--- src/rtl/gray_step_arbiter_pkg.sv ---
// Shared types and helpers for the gray_step_arbiter block: FSM state encoding,
// owner codes, default lockout length and the binary-to-Gray conversion.
package gray_step_arbiter_pkg;

    typedef enum logic [1:0] {
        ST_IDLE    = 2'b00,
        ST_UP_OWN  = 2'b01,
        ST_DN_OWN  = 2'b10,
        ST_LOCKOUT = 2'b11
    } arb_state_e;

    localparam logic [1:0] OWNER_NONE = 2'b00;
    localparam logic [1:0] OWNER_UP   = 2'b01;
    localparam logic [1:0] OWNER_DN   = 2'b10;

    localparam int LOCKOUT_CYCLES_DEF = 4;
    localparam int GRAY_MAX_W         = 32;

    // Callers zero-extend into and truncate out of the fixed 32-bit carrier.
    function automatic logic [GRAY_MAX_W-1:0] bin2gray(input logic [GRAY_MAX_W-1:0] bin);
        return bin ^ (bin >> 1);
    endfunction

endpackage

--- src/rtl/gray_step_arbiter_pos_tracker.sv ---
// gray_pos_tracker: holds the counter position in binary and Gray form and emits
// the step strobe. Range clamping with at_limit is enabled by GRAY_STEP_LIMIT_EN.
module gray_pos_tracker
    import gray_step_arbiter_pkg::*;
#(
    parameter int WIDTH = 4
) (
    input  logic             clk,
    input  logic             rst,
    input  logic             step_req,
    input  logic             step_dir,
    output logic             step,
    output logic             step_up,
    output logic [WIDTH-1:0] pos,
    output logic [WIDTH-1:0] pos_gray,
    output logic             at_limit
);

    localparam logic [WIDTH-1:0] POS_ONE = {{(WIDTH-1){1'b0}}, 1'b1};
    localparam logic [WIDTH-1:0] POS_MAX = {WIDTH{1'b1}};

    logic [WIDTH-1:0] pos_q, pos_d;
    logic [WIDTH-1:0] pos_gray_q, pos_gray_d;
    logic             step_q, step_d;
    logic             step_up_q, step_up_d;
    logic             at_limit_q, at_limit_d;
    logic             blocked;

    always_comb begin
        blocked    = 1'b0;
`ifdef GRAY_STEP_LIMIT_EN
        blocked    = (step_dir && (pos_q == POS_MAX)) || (!step_dir && (pos_q == '0));
`endif
        pos_d      = pos_q;
        step_d     = 1'b0;
        step_up_d  = 1'b0;
        at_limit_d = 1'b0;
        if (step_req) begin
            if (blocked) begin
                at_limit_d = 1'b1;
            end else begin
                step_d    = 1'b1;
                step_up_d = step_dir;
                pos_d     = step_dir ? (pos_q + POS_ONE) : (pos_q - POS_ONE);
            end
        end
        // Gray code tracks the next position so both outputs update together.
        pos_gray_d = WIDTH'(bin2gray(GRAY_MAX_W'(pos_d)));
    end

    always_ff @(posedge clk or negedge rst) begin
        if (!rst) begin
            pos_q      <= '0;
            pos_gray_q <= '0;
            step_q     <= 1'b0;
            step_up_q  <= 1'b0;
            at_limit_q <= 1'b0;
        end else begin
            pos_q      <= pos_d;
            pos_gray_q <= pos_gray_d;
            step_q     <= step_d;
            step_up_q  <= step_up_d;
            at_limit_q <= at_limit_d;
        end
    end

    assign pos      = pos_q;
    assign pos_gray = pos_gray_q;
    assign step     = step_q;
    assign step_up  = step_up_q;
    assign at_limit = at_limit_q;

endmodule

--- src/rtl/gray_step_arbiter.sv ---
// Grants the shared step-pulse generator to the up or down button, turns returned
// pulses into direction-qualified steps. Optional range clamp: GRAY_STEP_LIMIT_EN.
module gray_step_arbiter
    import gray_step_arbiter_pkg::*;
#(
    parameter int WIDTH          = 4,
    parameter int LOCKOUT_CYCLES = LOCKOUT_CYCLES_DEF
) (
    input  logic             clk,
    input  logic             rst,
    input  logic             up_state,
    input  logic             up_posedge,
    input  logic             dn_state,
    input  logic             dn_posedge,
    input  logic             pulse_in,
    output logic             pg_state,
    output logic             pg_posedge,
    output logic             step,
    output logic             step_up,
    output logic [1:0]       owner,
    output logic [WIDTH-1:0] pos,
    output logic [WIDTH-1:0] pos_gray,
    output logic             at_limit
);

    localparam int               CNT_W    = (LOCKOUT_CYCLES > 1) ? $clog2(LOCKOUT_CYCLES) : 1;
    localparam logic [CNT_W-1:0] CNT_LOAD = CNT_W'(LOCKOUT_CYCLES - 1);
    localparam logic [CNT_W-1:0] CNT_ONE  = {{(CNT_W-1){1'b0}}, 1'b1};

    arb_state_e       state_q, state_d;
    logic [CNT_W-1:0] cnt_q, cnt_d;
    logic             prio_up_q, prio_up_d;
    logic [1:0]       owner_q, owner_d;
    logic             pg_state_q, pg_state_d;
    logic             pg_posedge_q, pg_posedge_d;
    logic             step_req;
    logic             step_dir;

    always_comb begin
        state_d      = state_q;
        cnt_d        = cnt_q;
        prio_up_d    = prio_up_q;
        pg_posedge_d = 1'b0;
        step_req     = 1'b0;
        step_dir     = 1'b0;
        case (state_q)
            ST_IDLE: begin
                // On a tie the button that lost the previous grant wins.
                if (up_posedge && (!dn_posedge || prio_up_q)) begin
                    state_d      = ST_UP_OWN;
                    pg_posedge_d = 1'b1;
                    prio_up_d    = 1'b0;
                end else if (dn_posedge) begin
                    state_d      = ST_DN_OWN;
                    pg_posedge_d = 1'b1;
                    prio_up_d    = 1'b1;
                end
            end
            ST_UP_OWN: begin
                step_req = pulse_in;
                step_dir = 1'b1;
                if (!up_state) begin
                    state_d = ST_LOCKOUT;
                    cnt_d   = CNT_LOAD;
                end
            end
            ST_DN_OWN: begin
                step_req = pulse_in;
                step_dir = 1'b0;
                if (!dn_state) begin
                    state_d = ST_LOCKOUT;
                    cnt_d   = CNT_LOAD;
                end
            end
            ST_LOCKOUT: begin
                if (cnt_q == '0) begin
                    state_d = ST_IDLE;
                end else begin
                    cnt_d = cnt_q - CNT_ONE;
                end
            end
            default: state_d = ST_IDLE;
        endcase

        pg_state_d = (state_d == ST_UP_OWN) || (state_d == ST_DN_OWN);
        if (state_d == ST_UP_OWN) begin
            owner_d = OWNER_UP;
        end else if (state_d == ST_DN_OWN) begin
            owner_d = OWNER_DN;
        end else begin
            owner_d = OWNER_NONE;
        end
    end

    always_ff @(posedge clk or negedge rst) begin
        if (!rst) begin
            state_q      <= ST_IDLE;
            cnt_q        <= '0;
            prio_up_q    <= 1'b1;
            owner_q      <= OWNER_NONE;
            pg_state_q   <= 1'b0;
            pg_posedge_q <= 1'b0;
        end else begin
            state_q      <= state_d;
            cnt_q        <= cnt_d;
            prio_up_q    <= prio_up_d;
            owner_q      <= owner_d;
            pg_state_q   <= pg_state_d;
            pg_posedge_q <= pg_posedge_d;
        end
    end

    assign owner      = owner_q;
    assign pg_state   = pg_state_q;
    assign pg_posedge = pg_posedge_q;

    gray_pos_tracker #(
        .WIDTH (WIDTH)
    ) u_pos_tracker (
        .clk      (clk),
        .rst      (rst),
        .step_req (step_req),
        .step_dir (step_dir),
        .step     (step),
        .step_up  (step_up),
        .pos      (pos),
        .pos_gray (pos_gray),
        .at_limit (at_limit)
    );

endmodule
--- config.mk ---
export PLATFORM = sky130hd
export DESIGN_NAME = gray_step_arbiter
export DESIGN_NICKNAME = d
export VERILOG_FILES = /design/src/rtl/gray_step_arbiter_pkg.sv /design/src/rtl/gray_step_arbiter_pos_tracker.sv /design/src/rtl/gray_step_arbiter.sv
export SDC_FILE = /design/constraint.sdc
export NUM_CORES = 1
export LEC_CHECK = 0
export ABC_CLOCK_PERIOD_IN_PS = 2300
export BUFFER_PORTS_ARGS = -buffer_cell sky130_fd_sc_hd__buf_2
export CORE_AREA = 10 10 55 57
export DETAILED_ROUTE_END_ITERATION = 10
export DIE_AREA = 0 0 65 67
export GPL_ROUTABILITY_DRIVEN = 0
export PLACE_DENSITY = 0.75
export SYNTH_ARGS = -nofsm -noshare
export SYNTH_HDL_FRONTEND = slang
export SYNTH_SLANG_ARGS = --single-unit
--- constraint.sdc ---
create_clock -name clk -period 2.3 [get_ports clk]
set_clock_uncertainty 0.15 [all_clocks]
set_input_delay 0.115 -clock clk [delete_from_list [all_inputs] [get_ports clk]]
set_output_delay 0.115 -clock clk [all_outputs]
set_load 0.01 [all_outputs]
## Word level (Yosys, flattened, before mapping)

Cells that the tools add are included.

| storage, ports and cells | value |
|---|---|
| flip-flop bits (word level) | 19 |
| bits of input ports | 7 |
| output and inout bits | 15 |
| word-level logic and storage cells | 56 |

| cells by class | value |
|---|---|
| add/sub/neg operators | 3 |
| eq/ne operators | 8 |
| multiplexer cells | 23 |
| bitwise gates (word level) | 1 |
| reduce and logical (&&, ||, !) cells | 11 |

Operators with widths:

| cell | count |
|---|---|
| 2-to-1 mux 2 bit | 10 |
| 2-to-1 mux 1 bit | 9 |
| 2-to-1 mux 4 bit | 2 |
| one-hot mux 2 bit (4 select lines) | 1 |
| equality test 2 bit (second input constant) | 3 |
| inequality test 2 bit (second input constant) | 3 |
| one-hot mux 2 bit (3 select lines) | 1 |
| adder 4 x 1 -> 4 bit (second input constant) | 1 |
| equality test 2 x 1 -> 1 bit (second input constant) | 2 |
| zero test 2 bit | 2 |
| AND reduction 4 bit | 1 |
| subtractor 4 x 1 -> 4 bit (second input constant) | 1 |
| bitwise XOR 4 x 3 -> 4 bit | 1 |
| nonzero test 3 bit | 1 |
| logical OR 1 bit | 2 |
| AND reduction 2 bit | 1 |
| nonzero test 2 bit | 1 |
| OR reduction 2 bit | 1 |
| subtractor 2 x 1 -> 2 bit (second input constant) | 1 |
| logical AND 1 bit | 1 |
| zero test 1 bit | 1 |

## Depth between registers and ports, before layout

| logic depth | value |
|---|---|
| depth after elaboration | 8 |
| gate-level depth with buffers | 8 |
| mapped depth without buffers | 8 |

## By module

From an unflattened synthesis, not the netlist that was laid out.

| unflattened totals | value |
|---|---|
| cells, all modules | 83 |
| area, all modules | 925.9 µm² |

By module, submodules not included:

| module | instances | cells an instance | area an instance (µm²) | seq. area each (µm²) |
|---|---|---|---|---|
| gray_step_arbiter | 1 | 48 | 505.5 | 226.5 |
| gray_pos_tracker | 1 | 35 | 420.4 | 225.2 |

## Worst setup path after synthesis

OpenSTA, ideal clock, no wires.

| timing path | value |
|---|---|
| kind | register to register |
| start point | reg state_q[1] |
| end point | reg u_pos_tracker.pos_gray_q[2], in the netlist u_pos_tracker.pos_gray[2] |
| setup time | 128 ps |
| arrival | 1,854 ps |
| data required time | 2,022 ps |
| setup slack | 168 ps |
| cell stages (with the launch flop) | 9 |
| buffers on the path | 0 |
| period minus slack after synthesis | 2,132 ps |
| cells stage by stage | dfrtp_1 inv_1 ha_1 inv_1 ha_1 xnor2_1 mux2i_4 xnor2_1 xnor2_1 |

| on the way | value |
|---|---|
| cells in the longest elaborated chain, start to end | 5 |
| elaborated cells between the ends (all ways) | 8 |
| those cells by class | eq/ne (2); mux (4); bitwise (1); reduce/logical (1) |

RTL lines:

| element | line | text |
|---|---|---|
| start: declaration | gray_step_arbiter.sv:30 | `arb_state_e state_q, state_d;` |
| start signal: assignment | gray_step_arbiter.sv:104 | `state_q <= state_d;` |
| equality test 2 x 1 -> 1 bit / equality test 2 bit (equally long branches) | gray_step_arbiter.sv:46 | `case (state_q)` |
| 2-to-1 mux 1 bit / OR reduction 2 bit (equally long branches) | n/a |  |
| 2-to-1 mux 4 bit / 2-to-1 mux 1 bit (equally long branches) | gray_step_arbiter_pos_tracker.sv:44, gray_step_arbiter.sv:46 |  |
| 2-to-1 mux 4 bit (*) | gray_step_arbiter_pos_tracker.sv:38 | `if (step_req) begin` |
| bitwise XOR 4 x 3 -> 4 bit (*) | gray_step_arbiter_pkg.sv:21 | `return bin ^ (bin >> 1);` |
| via u_pos_tracker.pos_gray_d[2] | gray_step_arbiter_pos_tracker.sv:23 | `logic [WIDTH-1:0] pos_gray_q, pos_gray_d;` |
| end signal: assignment | gray_step_arbiter_pos_tracker.sv:60 | `pos_gray_q <= pos_gray_d;` |
| end: declaration | gray_step_arbiter_pos_tracker.sv:23 |  |

The timed path passes the listed nets; every way through them passes the cells marked *.
A chain may end at the register's enable or synchronous reset.

## Final worst setup path

Same ends and word-level chain as after synthesis.

==> out/results.ini <==
[yosys]
yosys_warnings = 0
syn_avg_cell_area_um2 = 11.0
ys_ff_latch = 18
ys_top_cells_by_area = dfrtp_1 (43%), ha_1 (11%), xnor2_1 (5.3%)
synth_fp_nets = 107
syn_area_um2 = 993
netlist_instances = 90
seq_area_frac_synth_pct = 45.5
synth_area_leader_cell = dfrtp_1
synth.distinct_cells = 35
synth_top_area_share_pct = 42.8

[layout]
nets = 134
final_cell_mix = buf_2 (20), dfrtp_1 (16), inv_1 (10)
syn_to_final_growth_pct = 21.0
layout_commonest_cell = buf_2
diodes = 0
drive_above_1_share_pct = 28.4

[grt]
gr-total-overflow = 0
gr-usage-all-layers_pct = 10.1
grt_pass1_wl_um = 3480
grt_max_degree = 19
antenna_found_initial = 0
grt_pass1_vias = 772

[floorplan]
rows = 16
core-area_mm2 = 0.00194
die_x_um = 65
io_pins = 22
dieArea_mm2 = 0.00436
die_y_um = 67
initial_utilization_pct = 51.2

[sta]
slew_headroom_pct = 65.3
tns_ns = 0
slew_violations = 0
finalHoldViolations = 0
setup_viol_count_final = 0
rsz0062_at_grt = no
fmax_ghz = 0.469
layout_min_cycle_time_ns = 2.13
post-route-period-util_pct = 92.6
worst_pin_slew_ns = 0.520

[power]
power_frac_comb_pct = 60.7
p_leak_nw = 0.590
switching_share_pct = 42.1
p_total_mw = 2.03
clkPwrFrac_pct = 9.5
pwr-share-seq_pct = 29.8
intPower_mw = 1.17
power.density_mw_per_mm2 = 1680
power_switching_mw = 0.853
ir_worst_vdd_v = 0.00105

[routing]
vias_per_cell = 4.91
final_antenna_net_count = 0
wire_per_inst_um = 13.8
wirelength_um = 1980
drc_errors = 0
dr_total_vias = 702
drt_iter0_drc = 13
first_pass_iters = 4

[worst_setup_path]
cp.arrival_ns = 2.20
cp-start-kind = flip-flop
r2r_slack_ns = 0.17
worstPathMaxFanout = 7
worstSetupPathType = flip-flop to flip-flop
critPathSlowestCell = dfrtp_2
required_ns = 2.37
crit_path_cell_trace = inv_1 > ha_1 > inv_1 > ha_1 > xnor2_2 > mux2i_4 > xnor2_1 > xnor2_1
crit_start = state_q[1]
r2r_start = state_q[1]
endpoint_kind = flip-flop
cpPeakStageDelay_ns = 0.46

[clocking]
clock_sinks = 18
clock_path_buffers = 2
cts_buffers = 3
clk_latency_ns = 0.29
cts_tree = built
path_clk_slew_ns = 0.10
htreeDepth = 1
clock-root-buffer = clkbuf_4

[job]
cap_violations = 0

[status]
outcome = completed

[placement]
io_buffers = 20
dpl.hpwl_um = 1530

[hold_path]
hold_start = dn_state
hold_path_class = input pin to flip-flop

per-layer routing:
layer | vias up | global-route usage (%) | wire, um
met5 | - | 0 | 0
met4 | 0 | 3.21 | 9
met3 | 2 | 3.68 | 110
met2 | 13 | 18.5 | 1040
met1 | 337 | 10.4 | 813
li1 | 350 | - | -
layout make-up:
cell class,count,area (um^2)
flip-flops and latches,18,453
well taps,27,33.8
repair buffers,26,158
multi-input cells,58,484
inverters,10,37.5
fillers,159,739
clock buffers,4,36.3
cell usage after synthesis:
| cell type | count |
|---|---|
| and2_1 | 1 |
| nand2b_1 | 2 |
| mux2i_4 | 1 |
| o22ai_1 | 1 |
| o21a_1 | 1 |
| a21oi_1 | 6 |
| nor2b_1 | 1 |
| a32o_1 | 1 |
| o21ai_0 | 2 |
| and2_4 | 1 |
| conb_1 | 1 |
| o21bai_1 | 1 |
| dfstp_2 | 1 |
| and3_1 | 1 |
| xor2_1 | 1 |
| a21oi_2 | 1 |
| o22a_1 | 1 |
| buf_4 | 2 |
| nand3_1 | 3 |
| nand2_1 | 2 |
| nor2_1 | 5 |
| clkbuf_2 | 1 |
| inv_1 | 10 |
| o21ai_1 | 1 |
| and2b_1 | 1 |
| xnor2_1 | 6 |
| fa_1 | 1 |
| a2111oi_4 | 1 |
| buf_6 | 1 |
| dfrtp_1 | 17 |
| a21o_1 | 1 |
| ha_1 | 9 |
| a221oi_1 | 1 |
| a31oi_1 | 3 |
| a21boi_0 | 1 |
through the flow:
stage                     util [%]  std cells  area [um^2]  hold WS [ns]  setup slack (ns)
after global routing          61.9        143         1200         0.108           0.00990
after CTS                     61.3        143         1190        0.0618             0.124
after floorplan                  -         90          993        -0.331             0.168
final                         61.9        143         1200        0.0589             0.169
after global placement        56.8        134         1100       -0.0921             0.241
after detailed placement      56.8        134         1100       -0.0848             0.148
sequential cells by signal, summed over array words and instances, names as in the netlist:
signal                  cells
u_pos_tracker.pos_gray      4
u_pos_tracker.pos           3
cnt_q                       2
owner                       2
state_q                     2
pg_posedge                  1
pg_state                    1
prio_up_q                   1
u_pos_tracker.step          1
u_pos_tracker.step_up       1
what timing repair did:
item | in CTS | in global routing
setup buffers | 0 | 0
gates resized for setup | 0 | 3
endpoints found under the hold margin | 22 | 0
hold buffers | 5 | 0
endpoints found under the setup margin | 0 | 2
critical path, delay by kind of cell (launching register included):
kind,cells,cell delay (ns)
muxes,1,0.19
adders and majority gates,2,0.56
DFF,1,0.46
buffers and inverters,2,0.22
xor gates and xnor gates,3,0.47
kinds of logic after synthesis:
logic type	synth area share, %
mux	2.27
fa+ha+maj	13.4
flops	45.5
compound gates	16.5
buf+inv	6.93
other cells	0.377
simple gates	8.94
xor+xnor	6.17
path summary, 6_finish.rpt:
check	to	depth (start not counted)
min	cnt_q[1]	4
max	u_pos_tracker.pos_gray[2]	8
min in group asynchronous	state_q[0]	2
max reg2reg	u_pos_tracker.pos_gray[2]	8
min reg2reg	u_pos_tracker.pos_gray[3]	1
max in group asynchronous	prio_up_q	2
power by group through the flow:
stage / registers [mW] / logic [mW] / clock network, mW
after global placement: 0.597 / 1.13 / 0
after detailed placement: 0.610 / 1.18 / 0
after CTS: 0.602 / 1.21 / 0.197
final: 0.604 / 1.23 / 0.191
after global routing: 0.626 / 1.39 / 0.209
after floorplan: 0.643 / 0.864 / 0
Power figures use the tool's default switching activity.
